[src/rtl/fft_peak_sink_if.sv]
// Handshake bundle between an FFT output stream and the peak sink.
// Carries the beat stream inbound and the single-result report outbound.
interface fft_peak_sink_if #(
    parameter int N_POINTS = 1024,
    parameter int DW       = 10
);
    localparam int BW = $clog2(N_POINTS);

    logic                 in_valid;
    logic                 in_ready;
    logic [1:0]           in_error;
    logic                 in_sop;
    logic                 in_eop;
    logic signed [DW-1:0] in_real;
    logic signed [DW-1:0] in_imag;
    logic signed [5:0]    in_exp;
    logic                 out_valid;
    logic                 out_ready;
    logic [BW-1:0]        peak_bin;
    logic [2*DW-1:0]      peak_pwr;
    logic [5:0]           peak_exp;
    logic                 frame_err;

    modport master (
        output in_valid, in_error, in_sop, in_eop,
        output in_real, in_imag, in_exp, out_ready,
        input  in_ready, out_valid, peak_bin,
        input  peak_pwr, peak_exp, frame_err
    );

    modport slave (
        input  in_valid, in_error, in_sop, in_eop,
        input  in_real, in_imag, in_exp, out_ready,
        output in_ready, out_valid, peak_bin,
        output peak_pwr, peak_exp, frame_err
    );
endinterface

[src/rtl/fft_peak_sink.sv]
// Finds the max-power bin of each FFT frame and reports it once per frame.
// Optional FFT_PEAK_SKIP_DC_EN limits the search to bins 1..N_POINTS/2-1.
module fft_peak_sink #(
    parameter int N_POINTS = 1024,
    parameter int DW       = 10
) (
    input  logic         clk,
    input  logic         reset_n,
    fft_peak_sink_if.slave bus
);
    localparam int BW = $clog2(N_POINTS);
    localparam int PW = 2 * DW;
    localparam logic [BW-1:0] LAST = BW'(N_POINTS - 1);

    typedef enum logic [1:0] {IDLE, COLLECT, REPORT} state_t;

    state_t          state;
    logic [BW-1:0]   cnt;

    logic            s1_v;
    logic            s1_first;
    logic            s1_last;
    logic            s1_bad;
    logic            s1_cand;
    logic [BW-1:0]   s1_bin;
    logic [PW-1:0]   s1_pwr;
    logic [5:0]      s1_exp;

    logic            run_have;
    logic            run_err;
    logic [BW-1:0]   run_bin;
    logic [PW-1:0]   run_pwr;
    logic [5:0]      run_exp;
    logic            fin;

    logic                 counted;
    logic [BW-1:0]        bin;
    logic                 last;
    logic                 bad_end;
    logic                 cand;
    logic signed [PW-1:0] sq_r;
    logic signed [PW-1:0] sq_i;
    logic [PW-1:0]        pwr;
    logic                 base_have;
    logic                 base_err;
    logic                 take;
    logic                 consume;

    assign counted = bus.in_valid && bus.in_ready
                  && (state == COLLECT || bus.in_sop);
    assign bin     = bus.in_sop ? '0 : cnt;
    assign last    = bus.in_eop || (bin == LAST);
    // Early eop and a missing eop on the final bin are both malformed.
    assign bad_end = bus.in_eop != (bin == LAST);
    assign sq_r    = bus.in_real * bus.in_real;
    assign sq_i    = bus.in_imag * bus.in_imag;
    assign pwr     = $unsigned(sq_r) + $unsigned(sq_i);
    assign consume = bus.out_valid && bus.out_ready;

`ifdef FFT_PEAK_SKIP_DC_EN
    assign cand = (bin != '0) && (bin < BW'(N_POINTS / 2));
`else
    assign cand = 1'b1;
`endif

    // A frame start wipes the running peak before the compare.
    always_comb begin
        base_have = run_have;
        base_err  = run_err;
        if (s1_first) begin
            base_have = 1'b0;
            base_err  = 1'b0;
        end
        take = s1_cand && (!base_have || (s1_pwr > run_pwr));
    end

    always_ff @(posedge clk) begin
        if (!reset_n) begin
            state         <= IDLE;
            cnt           <= '0;
            s1_v          <= 1'b0;
            s1_first      <= 1'b0;
            s1_last       <= 1'b0;
            s1_bad        <= 1'b0;
            s1_cand       <= 1'b0;
            s1_bin        <= '0;
            s1_pwr        <= '0;
            s1_exp        <= '0;
            run_have      <= 1'b0;
            run_err       <= 1'b0;
            run_bin       <= '0;
            run_pwr       <= '0;
            run_exp       <= '0;
            fin           <= 1'b0;
            bus.in_ready  <= 1'b0;
            bus.out_valid <= 1'b0;
            bus.peak_bin  <= '0;
            bus.peak_pwr  <= '0;
            bus.peak_exp  <= '0;
            bus.frame_err <= 1'b0;
        end else begin
            s1_v <= counted;
            if (counted) begin
                s1_first <= bus.in_sop;
                s1_last  <= last;
                s1_bad   <= (bus.in_error != 2'd0) || bad_end;
                s1_cand  <= cand;
                s1_bin   <= bin;
                s1_pwr   <= pwr;
                s1_exp   <= bus.in_exp;
            end

            fin <= 1'b0;
            if (s1_v) begin
                run_have <= base_have || take;
                run_err  <= base_err || s1_bad;
                run_exp  <= s1_exp;
                fin      <= s1_last;
                if (take) begin
                    run_bin <= s1_bin;
                    run_pwr <= s1_pwr;
                end else if (s1_first) begin
                    run_bin <= '0;
                    run_pwr <= '0;
                end
            end

            if (fin) begin
                bus.out_valid <= 1'b1;
                bus.peak_bin  <= run_bin;
                bus.peak_pwr  <= run_pwr;
                bus.peak_exp  <= run_exp;
                bus.frame_err <= run_err;
            end else if (consume) begin
                bus.out_valid <= 1'b0;
            end

            unique case (state)
                IDLE, COLLECT: begin
                    bus.in_ready <= 1'b1;
                    if (counted) begin
                        if (last) begin
                            state        <= REPORT;
                            cnt          <= '0;
                            bus.in_ready <= 1'b0;
                        end else begin
                            state <= COLLECT;
                            cnt   <= bin + BW'(1);
                        end
                    end
                end
                REPORT: begin
                    if (consume) begin
                        state        <= IDLE;
                        bus.in_ready <= 1'b1;
                    end
                end
                default: state <= IDLE;
            endcase
        end
    end
endmodule
[src/flat_wrapper.sv]
// flat-port wrapper written by rule: the top's interface ports become plain ports
module fft_peak_sink_flat 
#(
    parameter int N_POINTS = 1024,
    parameter int DW       = 10
)
  (clk, reset_n, bus_in_valid, bus_in_error, bus_in_sop, bus_in_eop, bus_in_real, bus_in_imag, bus_in_exp, bus_out_ready, bus_in_ready, bus_out_valid, bus_peak_bin, bus_peak_pwr, bus_peak_exp, bus_frame_err);
  fft_peak_sink_if #(.N_POINTS(N_POINTS), .DW(DW)) bus_i ();
  input  logic clk;
  input  logic reset_n;
  input wire logic [$bits(bus_i.in_valid)-1:0] bus_in_valid;
  input wire logic [$bits(bus_i.in_error)-1:0] bus_in_error;
  input wire logic [$bits(bus_i.in_sop)-1:0] bus_in_sop;
  input wire logic [$bits(bus_i.in_eop)-1:0] bus_in_eop;
  input wire logic [$bits(bus_i.in_real)-1:0] bus_in_real;
  input wire logic [$bits(bus_i.in_imag)-1:0] bus_in_imag;
  input wire logic [$bits(bus_i.in_exp)-1:0] bus_in_exp;
  input wire logic [$bits(bus_i.out_ready)-1:0] bus_out_ready;
  output wire logic [$bits(bus_i.in_ready)-1:0] bus_in_ready;
  output wire logic [$bits(bus_i.out_valid)-1:0] bus_out_valid;
  output wire logic [$bits(bus_i.peak_bin)-1:0] bus_peak_bin;
  output wire logic [$bits(bus_i.peak_pwr)-1:0] bus_peak_pwr;
  output wire logic [$bits(bus_i.peak_exp)-1:0] bus_peak_exp;
  output wire logic [$bits(bus_i.frame_err)-1:0] bus_frame_err;
  assign bus_i.in_valid = bus_in_valid;
  assign bus_i.in_error = bus_in_error;
  assign bus_i.in_sop = bus_in_sop;
  assign bus_i.in_eop = bus_in_eop;
  assign bus_i.in_real = bus_in_real;
  assign bus_i.in_imag = bus_in_imag;
  assign bus_i.in_exp = bus_in_exp;
  assign bus_i.out_ready = bus_out_ready;
  assign bus_in_ready = bus_i.in_ready;
  assign bus_out_valid = bus_i.out_valid;
  assign bus_peak_bin = bus_i.peak_bin;
  assign bus_peak_pwr = bus_i.peak_pwr;
  assign bus_peak_exp = bus_i.peak_exp;
  assign bus_frame_err = bus_i.frame_err;
  fft_peak_sink #(.N_POINTS(N_POINTS), .DW(DW)) u_core (.clk(clk), .reset_n(reset_n), .bus(bus_i));
endmodule
[config.mk]
export PLATFORM = sky130hd
export DESIGN_NAME = fft_peak_sink_flat
export DESIGN_NICKNAME = d
export VERILOG_FILES = /design/src/rtl/fft_peak_sink_if.sv /design/src/rtl/fft_peak_sink.sv /design/src/flat_wrapper.sv
export SDC_FILE = /design/constraint.sdc
export NUM_CORES = 1
export LEC_CHECK = 0
export CORE_ASPECT_RATIO = 2
export CORE_UTILIZATION = 40
export DETAILED_ROUTE_END_ITERATION = 10
export MAX_ROUTING_LAYER = met4
export SYNTH_ARGS = -nofsm -noshare
export SYNTH_HDL_FRONTEND = slang
export SYNTH_SLANG_ARGS = --single-unit
[constraint.sdc]
create_clock -name clk -period 10.6 [get_ports clk]
set_input_delay 2.12 -clock clk [delete_from_list [all_inputs] [get_ports clk]]
set_output_delay 2.12 -clock clk [all_outputs]
set_load 0.01 [all_outputs]
# Yosys cells after proc, flatten, opt, wreduce, memory -nomap -nowiden
# Cells that the tools add are included.
# Widths: inputs -> output; s select.
dict set report op_classes {
  addsub 2
  mul 2
  n_lt_le_gt_ge 1
  eq_ne 6
  mux 18
  n_reduce_logical 22
}
# op count
set ops {}
lappend ops {{$mul 10x10->20} 2}
lappend ops {{$mux 10} 4}
lappend ops {{$mux 20} 2}
lappend ops {{$add 20x20->20} 1}
lappend ops {{$gt 20x20->1} 1}
lappend ops {{$add 10x1->10 const B} 1}
lappend ops {{$eq 10x10->1 const B} 1}
lappend ops {{$reduce_and 2->1} 5}
lappend ops {{$reduce_bool 2->1} 4}
lappend ops {{$mux 1} 7}
lappend ops {{$logic_or 1x1->1} 6}
lappend ops {{$mux 2} 3}
lappend ops {{$logic_and 1x1->1} 4}
lappend ops {{$ne 2x1->1 const B} 2}
lappend ops {{$pmux 2 s2} 1}
lappend ops {{$eq 2x1->1 const B} 1}
lappend ops {{$eq 2x2->1 const B} 1}
lappend ops {{$logic_not 2->1} 1}
lappend ops {{$pmux 1 s2} 1}
lappend ops {{$reduce_or 2->1} 1}
lappend ops {{$logic_not 1->1} 1}
lappend ops {{$ne 1x1->1} 1}
dict set report word_totals {
  regBits 131
  inputBits 34
  output_inout_bits 39
  word_cells 73
}

# Depth between registers and ports, before layout
# Gate-level depths: netlist of run 1.
dict set report depth {
  word_depth 6
  depth_mapped 25
}

# Worst setup path before layout of run 1
# No wires, ideal clock.
dict set report synth_path {
  kind {input port to flip-flop}
  from {in bus_in_imag[9]}
  to {reg u_core.s1_pwr[19]}
  setup_time_ns 0.086
  t_arrival_ns 7.703
  required_ns 10.514
  path_slack_ns 2.812
  stages 20
  cell_sequence {clkbuf_1 nand2_1 fa_1 inv_1 fa_1 fa_1 inv_1 fa_1 inv_1 fa_1 fa_1 inv_1 fa_1 inv_1 ha_1 a21o_1 a21o_1 a221o_1 xnor2_1 a211oi_1}
}
dict set report synth_between {
  elab_chain_len 2
}
# element line_no
set synth_rtl {}
lappend synth_rtl {{start: declaration} flat_wrapper.sv:16} ;# input wire logic [$bits(bus_i.in_imag)-1:0] bus_in_imag;
lappend synth_rtl {{$mul 10x10->20} fft_peak_sink.sv:56} ;# assign sq_i = bus.in_imag * bus.in_imag;
lappend synth_rtl {{$add 20x20->20} fft_peak_sink.sv:57} ;# assign pwr = $unsigned(sq_r) + $unsigned(sq_i);
lappend synth_rtl {{end signal: assignment} fft_peak_sink.sv:109} ;# s1_pwr <= pwr;
lappend synth_rtl {{end: declaration} fft_peak_sink.sv:26} ;# logic [PW-1:0] s1_pwr;
# No other way between the ends.
# A chain may end at the register's enable or synchronous reset.

# Worst setup path in the final report of run 1
# Ends and elaborated chain as after synthesis.

==> results of run 1 <==
## per-stage QoR
| step | worst slack [ns] | utilization [%] | std cells | hold slack, ns |
|---|---|---|---|---|
| 4_1_cts | 2.20 | 46.2 | 1738 | 0.451 |
| 5_1_grt | 1.75 | 46.2 | 1738 | 0.465 |
| 3_5_place_dp | 1.75 | 43.9 | 1706 | 0.444 |
| 2_1_floorplan | 2.81 | - | 1313 | 0.432 |
| 6_report | 2.17 | 46.2 | 1738 | 0.451 |
| 3_3_place_gp | 1.85 | 43.9 | 1706 | 0.440 |
## worst min-delay path: stages (launching register included)
cell and delay [ns]:
dfxtp_1 0.30, nand2_1 0.05, a21oi_1 0.05
## flip-flops by register name (all words and copies together) (netlist names)
register,cells
u_core.state,2
u_core.run_pwr,20
u_core.bus.peak_bin,10
u_core.bus.peak_exp,6
u_core.s1_cand,1
u_core.fin,1
u_core.s1_bin,10
u_core.cnt,10
u_core.s1_pwr,20
u_core.run_exp,6
u_core.run_have,1
u_core.bus.in_ready,1
u_core.s1_bad,1
u_core.bus.out_valid,1
u_core.run_err,1
u_core.s1_v,1
u_core.run_bin,10
u_core.s1_exp,6
u_core.s1_last,1
u_core.bus.frame_err,1
u_core.bus.peak_pwr,20
u_core.s1_first,1
## cells in the mapped netlist (9+ instances only)
| cell | count | area share [%] |
|---|---|---|
| a21o_1 | 12 | 0.73 |
| nand3_1 | 15 | 0.61 |
| a21oi_1 | 54 | 2.2 |
| inv_1 | 291 | 8.9 |
| nand2_1 | 122 | 3.7 |
| clkbuf_1 | 35 | 1.1 |
| a22o_1 | 28 | 2.0 |
| nor2_1 | 88 | 2.7 |
| o21ai_1 | 11 | 0.45 |
| mux2i_1 | 44 | 3.6 |
| nand2b_1 | 9 | 0.46 |
| ha_1 | 90 | 9.2 |
| xnor2_1 | 28 | 2.0 |
| and2_1 | 37 | 1.9 |
| nor2b_1 | 13 | 0.66 |
| dfxtp_1 | 131 | 21 |
| fa_1 | 197 | 32 |
## kinds of logic (layout without fill, tap and decap cells)
group / count (synthesis) / in the layout / share of synthesized area, %
flip-flops: 131 / 131 / 21.3
XOR/XNOR: 35 / 35 / 2.50
buffers and inverters: 343 / 400 / 10.8
AO/OA/AOI/OAI: 152 / 152 / 8.41
multiplexers: 44 / 44 / 3.58
AND/OR/NAND/NOR: 321 / 321 / 12.1
adder cells (fa/ha/maj): 287 / 287 / 41.3
## routing by layer
layer	track usage [%]	routed length, um	part of all wire (%)	vias up
li1	-	-	-	4143
met1	18.2	9370	34	4261
met2	36.3	15500	57	156
met3	2.25	504	1.8	77
met4	13.4	1940	7.1	0
met5	-	0	0	-
## worst paths after layout
check	start	to	slack (ns)	cells past startpoint
worst min register to register	u_core.s1_bin[8]	u_core.s1_bin[8]	0.45	2
worst max-delay path	bus_in_imag[9]	u_core.s1_pwr[19]	2.17	19
worst min-delay path	u_core.s1_bin[8]	u_core.s1_bin[8]	0.45	2
worst max register to register	u_core.cnt[0]	u_core.cnt[5]	7.83	12
## area by class of cell
class | instances | area [um^2]
tap | 368 | 460
multi-input combinational | 839 | 8330
inverter | 292 | 1100
fill | 2957 | 16200
clock buffer | 21 | 470
sequential | 131 | 2620
timing repair buffer | 76 | 751
clock inverter | 11 | 198
==> flow_summary.toml, run 1 <==
[placement]
dpl_cell_area_um2 = 13300
portBuffers = 72
hpwl_mm = 22.5
gp_congestion = 0.871

[worst_setup_path]
critPathMaxStageDelay_ns = 0.79
cp_top_family = "adder cells"
cp_max_fo = 15
crit_path_top_delay_cell = "clkdlybuf4s50_1"
path_cells = "clkdlybuf4s50_1 > nand2_1 > inv_1 > fa_1 > inv_1 > fa_1 > fa_1 > fa_1 > fa_1 > fa_1 > fa_1 > inv_1 > ha_1 > a211o_1 > o21ai_1 > a31oi_1 > a221o_1 > xnor2_1 > a211oi_1"
path_class = "in2reg"
crit_buf_inv = 4
cp-end-kind = "flip-flop"
cp.required_ns = 10.94
worstPathArrival_ns = 8.78
path_common_cell = "fa_1"
start_kind = "primary input"

[finish]
final_cell_mix = "290 x inv_1, 197 x fa_1, 130 x dfxtp_1, 122 x nand2_1, 90 x ha_1"
drive_gt1_share_pct = 3.14
design_area_um2 = 13900
syn_to_final_growth_pct = 13.4
diodes = 0
nets = 1678
layout_commonest_cell = "inv_1"

[global_route]
gr-total-overflow = 0
grt_pass1_vias = 9407
grt_max_degree = 91
grt_usage_pct = 19.4
antenna_found_initial = 0
grt_pass1_wl_mm = 45.7

[floorplanning]
boundaryPins = 73
die_h_um = 250
core_um2 = 30200
die_w_um = 126
rows = 90
dieArea_um2 = 31500
initial_core_util_pct = 40.7

[timing]
maxSlewHeadroom_pct = 32.6
max_freq_ghz = 0.119
rsz0062_at_grt = "false"
worst_pin_slew_ns = 1.01
finClkSkew_ns = 0.00781
fin_crit_sh_pct = 79.6
hold_viol_final = 0
setup_viol = 0
fin_crit_ns = 8.43
fin_tns_setup_ns = 0
slew_violations = 0

[cts]
cts.sinks = 131
cts_hold_buffers = 0
clk_pin_slew_ns = 0.06
cts.htree.levels = 4
cts_buffers = 17
clock-root-buffer = "clkbuf_16"
insertion_delay_ns = 0.43
cts_repair_resize_count = 0
cts_tree = "done"
clock_path_buffers = 2
post-cts-setup-buffer-count = 0

[synth]
syn_area_um2 = 12300
synth_nets = 1634
yosys_warnings = 0
syn_area_per_cell_um2 = 9.36
synth-edff-count = 0
async_flop_share_pct = 0
ys_ff_latch = 131
ys_seq_area_share_pct = 21.3
synth_cell_types = 53
synth_flop_cell = "dfxtp_1"
synth_cells = 1313

[routing]
viasPerCell = 4.97
wl_per_cell_um = 15.7
first_pass_iters = 5
drc = 0
first_iter_violations = 339
drt-total-wl_mm = 27.3
antenna_left = 0
route.vias.total = 8637

[min_path]
min_path_type = "reg2reg"

[status]
status = "complete, no violations"

[job]
maxCapViolCount = 0
Power of run 1 is left out: the tool's default activity adds up to more than one toggle a clock period on the data nets, which glitch-free logic cannot reach.
==> run 2, diff against run 1 <==
==> constraint.sdc (replaced) <==
create_clock -name clk -period 8 [get_ports clk]
set_input_delay 1.6 -clock clk [delete_from_list [all_inputs] [get_ports clk]]
set_output_delay 1.6 -clock clk [all_outputs]
set_load 0.01 [all_outputs]
==> run 2 against run 1 <==
  * Non-clock buffer count increased by 27
  * Flip-flop and latch count did not move
  * Die area unchanged
  * Clock skew about the same
  * Global-route usage increased by 0.057 points
  * Final area is 1.3% higher
  * Utilization grew 0.58 points
  * Setup slack got worse by 1.7 ns
  * First-iteration DRC count down 6.2%
  * Routed wire length up 1.5%
  * Cell count increased by 1.6%
  * Worst hold slack worse by 0.00076 ns
  * Critical path type unchanged
==> flow_summary.toml, run 2 (same netlist as run 1, synthesis figures left out) <==
[timing]
fin_tns_setup_ns = 0
setup_slack_ns = 0.460
setup_viol = 0
maxSlewHeadroom_pct = 33.6
rsz0062_at_grt = "false"
timing.hold.ws_ns = 0.450
finClkSkew_ns = 0.00790
slew_violations = 0
worst_pin_slew_ns = 0.996
fin_crit_ns = 7.54
max_freq_ghz = 0.133
fin_crit_sh_pct = 94.3
hold_viol_final = 0

[routing]
drc = 0
antenna_left = 0
wl_per_cell_um = 15.7
drt-total-wl_mm = 27.7
route.vias.total = 8704
viasPerCell = 4.93
first_iter_violations = 318
first_pass_iters = 5

[cts]
clk_pin_slew_ns = 0.06
cts_tree = "done"
cts_buffers = 17
clock-root-buffer = "clkbuf_16"
insertion_delay_ns = 0.42
cts.sinks = 131
post-cts-setup-buffer-count = 0
clock_path_buffers = 2
cts_repair_resize_count = 0
cts.htree.levels = 4
cts_hold_buffers = 0

[placement]
portBuffers = 72
gp_congestion = 0.877
dp.cells = 1733
hpwl_mm = 23.6
preCtsSetupSlack_ns = 0.0185

[finish]
fill_cells = 2965
nets = 1705
stdcell_count = 1765
syn_to_final_growth_pct = 14.8
layout_commonest_cell = "inv_1"
drive_gt1_share_pct = 5.08
seqCellArea_um2 = 2620
diodes = 0
final_cell_mix = "290 x inv_1, 197 x fa_1, 130 x dfxtp_1, 122 x nand2_1, 90 x ha_1"
reg_top3 = "u_core.bus.peak_pwr x20, u_core.run_pwr x20, u_core.s1_pwr x20"
multiInputGateArea_um2 = 8330

[worst_setup_path]
cp_max_fo = 7
r2r_start = "u_core.cnt[0]"
worstReg2RegEnd = "u_core.cnt[5]"
path_class = "in2reg"
cp.required_ns = 8.33
cp-end-kind = "flip-flop"
ff2ff_path_depth = 12
rrSetupSlack_ns = 5.25
worstPathArrival_ns = 7.87
start_kind = "primary input"

[floorplanning]
dieArea_um2 = 31500
die_w_um = 126
die_h_um = 250
boundaryPins = 73
rows = 90
initial_core_util_pct = 40.7
core_um2 = 30200

[job]
maxCapViolCount = 0

[min_path]
hold_end = "u_core.s1_bin[2]"
hold_start = "u_core.s1_bin[2]"
min_path_type = "reg2reg"
hold_depth = 2

[global_route]
grt_pass1_vias = 9372
grt_usage_pct = 19.5
antenna_found_initial = 0
gr-total-overflow = 0
grt_pass1_wl_mm = 45.5
grt_max_degree = 96

[status]
status = "complete, no violations"
run 2: cell types whose count changed in the layout (fill, tap and decap cells not counted), sizes merged:
cell / delta
buf: +27
bufinv: -1
clkbuf: -4
clkinv: +4
inv: +1
run 2: area by class of cell:
class	count	share of cell area, %
multi-input combinational	839	59.1
sequential	131	18.6
inverter	292	7.77
timing repair buffer	103	6.85
tap	368	3.26
clock buffer	17	3.02
clock inverter	15	1.45
run 2: routing by layer:
metal	wire length (um)	vias up	share of wire (%)	track usage [%]
met5	0	-	0	-
met4	1360	0	4.9	10.5
met3	384	52	1.4	1.84
met2	16800	129	61	39.1
met1	9180	4318	33	17.3
li1	-	4205	-	-
run 2: critical path, stage by stage:
cell and delay [ns]:
clkdlybuf4s50_1 0.59, buf_4 0.21, nand2_1 0.08, fa_1 0.61
fa_1 0.50, fa_1 0.52, inv_1 0.05, fa_1 0.50
inv_1 0.05, fa_1 0.55, fa_1 0.43, fa_1 0.48
inv_1 0.04, ha_1 0.30, a211o_1 0.26, o21ai_1 0.21
a31oi_1 0.16, a221o_1 0.36, xnor2_1 0.13, a211oi_1 0.22
run 2: worst max-delay path by stage:
stage,startpoint,to,slack [ns],cells after the start
after global routing,bus_in_real[8],u_core.s1_pwr[19],0.16,23
after floorplan,bus_in_imag[9],u_core.s1_pwr[19],0.73,20
final,bus_in_real[5],u_core.s1_pwr[19],0.46,20
after global placement,bus_in_real[5],u_core.s1_pwr[19],0.11,20
after CTS,bus_in_real[5],u_core.s1_pwr[19],0.45,20
after detailed placement,bus_in_real[5],u_core.s1_pwr[19],0.02,20
run 2: stage by stage:
stage               instance area [um^2]  util [%]
detailed placement                 13500      44.7
global placement                   13500      44.7
global route                       14100      46.7
finish                             14100      46.7
floorplan                          12300         -
CTS                                14100      46.7
Power of run 2 is left out for the same reason.
